[src/rtl/cmem_port_arbiter.sv]
// cmem_port_arbiter
// Three requesters share one layer-memory port. Round-robin picks one transaction
// per cycle, and the requester granted last cycle is skipped this cycle. Read data
// comes back to its owner two edges after the grant edge.
//
// Handshake: a requester holds req (and its we/sel/addr/wdata) stable until it sees
// its gnt bit high. At that edge it may present a new transaction or drop req. gnt
// and rvalid are single-cycle one-hot pulses. rdata is meaningful only while rvalid
// is nonzero. A requester may drop req before it is granted, with no side effect.
module cmem_port_arbiter #(
    parameter int AW   = 12,
    parameter int DW   = 13,
    parameter int NREQ = 3
) (
    input  logic               clk,
    input  logic               reset,
    input  logic [NREQ-1:0]    req,
    input  logic [NREQ-1:0]    req_we,
    input  logic [NREQ-1:0]    req_sel,
    input  logic [NREQ*AW-1:0] req_addr,
    input  logic [NREQ*DW-1:0] req_wdata,
    output logic [NREQ-1:0]    gnt,
    output logic [NREQ-1:0]    rvalid,
    output logic [DW-1:0]      rdata,
    output logic               cwr,
    output logic               crd,
    output logic               csel,
    output logic [AW-1:0]      caddr_wr,
    output logic [DW-1:0]      cdata_wr,
    output logic [AW-1:0]      caddr_rd,
    input  logic [DW-1:0]      cdata_rd
);

    localparam logic [NREQ-1:0] ONE = NREQ'(1);

    logic [1:0]      rr_ptr;
    logic [1:0]      start;
    logic [NREQ-1:0] elig;
    logic [2:0]      cand;
    logic            win_valid;
    logic [1:0]      win_idx;
    logic [NREQ-1:0] win_oh;
    logic [1:0]      rr_next;
    logic [NREQ-1:0] rd_own1;
    logic [NREQ-1:0] rd_own2;

    // Winner selection: scan from rr_ptr and wrap at 3. The requester granted last
    // cycle is masked. A pointer corrupted to 3 is treated as 0.
    always_comb begin
        start     = (rr_ptr == 2'd3) ? 2'd0 : rr_ptr;
        elig      = req & ~gnt;
        cand      = '0;
        win_valid = 1'b0;
        win_idx   = 2'd0;
        for (int k = 0; k < 3; k++) begin
            cand = {1'b0, start} + 3'(k);
            if (cand >= 3'd3) begin
                cand = cand - 3'd3;
            end
            if (!win_valid && elig[cand[1:0]]) begin
                win_valid = 1'b1;
                win_idx   = cand[1:0];
            end
        end
        win_oh  = ONE << win_idx;
        rr_next = (win_idx == 2'd2) ? 2'd0 : win_idx + 2'd1;
    end

    // Issue stage: register the grant and drive the memory command for one cycle.
    // Address, data and csel keep their last values while the port is idle.
    always_ff @(posedge clk or posedge reset) begin
        if (reset) begin
            gnt      <= '0;
            rr_ptr   <= 2'd0;
            cwr      <= 1'b0;
            crd      <= 1'b0;
            csel     <= 1'b0;
            caddr_wr <= '0;
            cdata_wr <= '0;
            caddr_rd <= '0;
        end else begin
            if (win_valid) begin
                gnt    <= win_oh;
                rr_ptr <= rr_next;
                csel   <= req_sel[win_idx];
                if (req_we[win_idx]) begin
                    cwr      <= 1'b1;
                    crd      <= 1'b0;
                    caddr_wr <= req_addr[win_idx*AW +: AW];
                    cdata_wr <= req_wdata[win_idx*DW +: DW];
                end else begin
                    cwr      <= 1'b0;
                    crd      <= 1'b1;
                    caddr_rd <= req_addr[win_idx*AW +: AW];
                end
            end else begin
                gnt <= '0;
                cwr <= 1'b0;
                crd <= 1'b0;
            end
        end
    end

    // Read return: track the owner of each issued read through two stages. When the
    // owner leaves the second stage, memory data is present, so capture it then.
    always_ff @(posedge clk or posedge reset) begin
        if (reset) begin
            rd_own1 <= '0;
            rd_own2 <= '0;
            rvalid  <= '0;
            rdata   <= '0;
        end else begin
            rd_own1 <= (win_valid && !req_we[win_idx]) ? win_oh : '0;
            rd_own2 <= rd_own1;
            rvalid  <= rd_own2;
            if (|rd_own2) begin
                rdata <= cdata_rd;
            end
        end
    end

endmodule

[config.mk]
export PLATFORM = sky130hd
export DESIGN_NAME = cmem_port_arbiter
export DESIGN_NICKNAME = d
export VERILOG_FILES = /design/src/rtl/cmem_port_arbiter.sv
export SDC_FILE = /design/constraint.sdc
export NUM_CORES = 1
export LEC_CHECK = 0
export ABC_AREA = 1
export CAP_MARGIN = 20
export CORE_UTILIZATION = 29
export DETAILED_ROUTE_END_ITERATION = 7
export SYNTH_ARGS = -nofsm -noshare
export SYNTH_HDL_FRONTEND = slang
export SYNTH_SLANG_ARGS = --single-unit
[constraint.sdc]
create_clock -name clk -period 3.9 [get_ports clk]
set_input_delay 0.39 -clock clk [delete_from_list [all_inputs] [get_ports clk]]
set_output_delay 0.39 -clock clk [all_outputs]
set_load 0.03 [all_outputs]
==> flow_metrics.py <==
metrics = {
    "clock_tree": {
        "cts_made_buffers": 9,
        "cts_resized": 0,
        "ctsHoldBuffers": 0,
        "path_clk_slew_ns": 0.05,
        "cts-root-buf": "clkbuf_16",
        "cts_tree": "built",
        "htree_levels": 3,
        "cts_buffer_depth": 2,
        "clkLatencyLatePin_ns": 0.33,
        "cts_setup_buffers": 0,
        "cts.sinks": 67,
    },
    "detailed_routing": {
        "wl_um": 10900,
        "drt-initial-drc-count": 178,
        "vias_per_cell": 4.55,
        "wl_per_cell_um": 14.1,
        "ant_nets": 0,
        "firstDrtPassIters": 4,
        "drc_errors": 0,
        "num_vias": 3523,
    },
    "final_layout": {
        "syn_to_final_growth_pct": 54.5,
        "diodes": 0,
        "fin_util_pct": 46.4,
        "final_common_cell": "nand2_1",
        "final_cell_mix": "nand2_1, clkdlybuf4s50_1, nand3_1",
        "drive_gt1_share_pct": 8.75,
        "layout.nets": 703,
    },
    "synthesis": {
        "avgSynthCellArea_um2": 8.01,
        "syn_inst": 454,
        "post-synth-top-area-cell": "dfrtp_1",
        "synth.distinct_cells": 29,
        "synthTopCellsByArea": "dfrtp_1, nand2_1, nand3_1",
        "synth_nets": 556,
        "yosys_register_bits": 67,
        "ys_seq_area_share_pct": 46.1,
        "ys_warn_count": 0,
        "synth_area_mm2": 0.00364,
        "synth_top_area_share_pct": 46.1,
    },
    "floorplanning": {
        "start_util_pct": 30.0,
        "fp.dieW_um": 114,
        "io_pins": 158,
        "core-area_mm2": 0.0121,
        "rows": 40,
        "die_y_um": 114,
        "dieArea_mm2": 0.0130,
    },
    "worst_setup_path": {
        "worstSetupStartpoint": "rr_ptr[0]",
        "cp_slowest_cell": "ha_1",
        "cp_num_buf_inv": 3,
        "crit_path_end": "cdata_wr[11]",
        "cp.arrival_ns": 3.28,
        "crit_fanout": 29,
        "crit_family": "simple AND/OR/NAND/NOR gates",
        "reg2reg_slack_ns": 0.83,
        "cp_data_required_time_ns": 4.11,
        "reg2reg_to": "cdata_wr[11]",
        "critical_path.startpoint_type": "register",
        "crit_type": "reg -> reg",
        "cp_num_cells": 15,
        "crit_path_end_kind": "register",
        "reg2reg_from": "rr_ptr[0]",
        "reg2reg_depth": 15,
        "path_cells": "inv_1, ha_1, inv_2, nand3_1, nand3_1, nand2_1, nand3_1, nor2_2, nor2_4, inv_2, nand2_2, nand2_4, nand2_2, nand2_1, nand2_1",
        "max_stage_delay_ns": 0.38,
    },
    "global_route": {
        "grt_max_degree": 36,
        "grt.overflow.total": 0,
        "antenna_found_initial": 0,
        "gr-usage-all-layers_pct": 17.3,
        "grt_pass1_wl_um": 17600,
        "grt_pass1_vias": 3650,
    },
    "timing": {
        "rsz0062_at_grt": "no",
        "fmax_mhz": 326,
        "setup_tns_ns": 0,
        "hold_violations": 0,
        "worst_pin_slew_ns": 0.727,
        "fin_crit_ns": 3.07,
        "final-setup-viol-count": 0,
        "slew_headroom_pct": 51.5,
        "post-route-period-util_pct": 78.7,
        "drv_slew": 0,
        "finalWorstSetupSlack_ns": 0.829,
        "fin_skew_ns": 0.00837,
    },
    "flow_run": {
        "maxCapViolations": 0,
    },
    "place": {
        "dp_hpwl_um": 8340,
        "dp_slack_ns": 0.685,
        "port_buffers": 157,
        "place_congestion": 0.820,
    },
    "worst_hold_path": {
        "whs_path_depth": 0,
        "min_path_type": "reg -> reg",
    },
    "outcome": {
        "status": "complete, no violations",
    },
}
## cell families (layout without fill, tap and decap cells)
family,Yosys count,after routing,synth area share [%]
AO/OA/AOI/OAI,9,9,1.41
adder cells (fa/ha/maj),3,3,1.03
buffers and inverters,71,223,9.80
flip-flops,67,67,46.1
multiplexers,13,13,4.02
AND/OR/NAND/NOR,291,291,37.7
## metrics by stage
stage | hold WS [ns] | std cells | instance area [um^2]
6_report | 0.353 | 774 | 5620
5_1_grt | 0.357 | 774 | 5620
4_1_cts | 0.356 | 774 | 5620
3_5_place_dp | 0.343 | 758 | 5270
3_3_place_gp | 0.336 | 758 | 5270
2_1_floorplan | 0.331 | 454 | 3640
## worst min path at each step
stage                     startpoint          to  slack [ns]
after CTS                 rd_own1[2]  rd_own2[2]        0.36
final                     rd_own1[2]  rd_own2[2]        0.35
after detailed placement  rd_own1[2]  rd_own2[2]        0.34
after global routing      rd_own1[2]  rd_own2[2]        0.36
after global placement    rd_own1[2]  rd_own2[2]        0.34
after floorplan           rd_own1[0]  rd_own2[0]        0.33
## worst reg2reg max path, delay by kind of cell (launching register included)
kind                       cells  cell delay [ns]
adders and majority gates      1             0.38
buffers and inverters          3             0.54
DFF                            1             0.35
and+or+nand+nor               11             1.68
## final cells by class
| class | count | area [um^2] |
|---|---|---|
| fillers | 1223 | 6490 |
| flip-flops and latches | 67 | 1680 |
| repair buffers | 162 | 1610 |
| multi-input cells | 316 | 1610 |
| clock buffers | 10 | 239 |
| well taps | 168 | 210 |
| inverters | 45 | 169 |
| clock inverters | 6 | 113 |
## flip-flops by register name, indices dropped and copies added, names as in the netlist
name,count
caddr_rd,12
caddr_wr,12
cdata_wr,13
crd,1
csel,1
cwr,1
gnt,3
rd_own1,3
rd_own2,3
rdata,13
rr_ptr,2
rvalid,3
## routing by layer
metal / global-route usage, % / routed length [um] / up-vias
met1: 22.1 / 4810 / 1645
met5: 0 / 0 / -
met2: 29.2 / 5330 / 128
li1: - / - / 1739
met4: 6.15 / 130 / 0
met3: 3.45 / 611 / 11
## cell usage after synthesis
master    instances
nand2_1         168
nand3_1          75
dfrtp_1          67
inv_1            42
nand3b_1         25
mux2_2           13
buf_4             7
buf_2             6
buf_6             6
nor2_1            6
clkbuf_1          5
nand2_2           4
o21ai_0           4
ha_1              3
inv_2             3
nand3_2           3
a21oi_1           2
nand2_4           2
nand4_1           2
nor2_2            2
a22oi_1           1
buf_1             1
buf_8             1
nand3_4           1
nand4_2           1
nor2_4            1
nor3_2            1
o211ai_1          1
o22ai_1           1
Power is not shown: default switching activity piles up to over one toggle a cycle in this logic, so the estimate is an artifact.
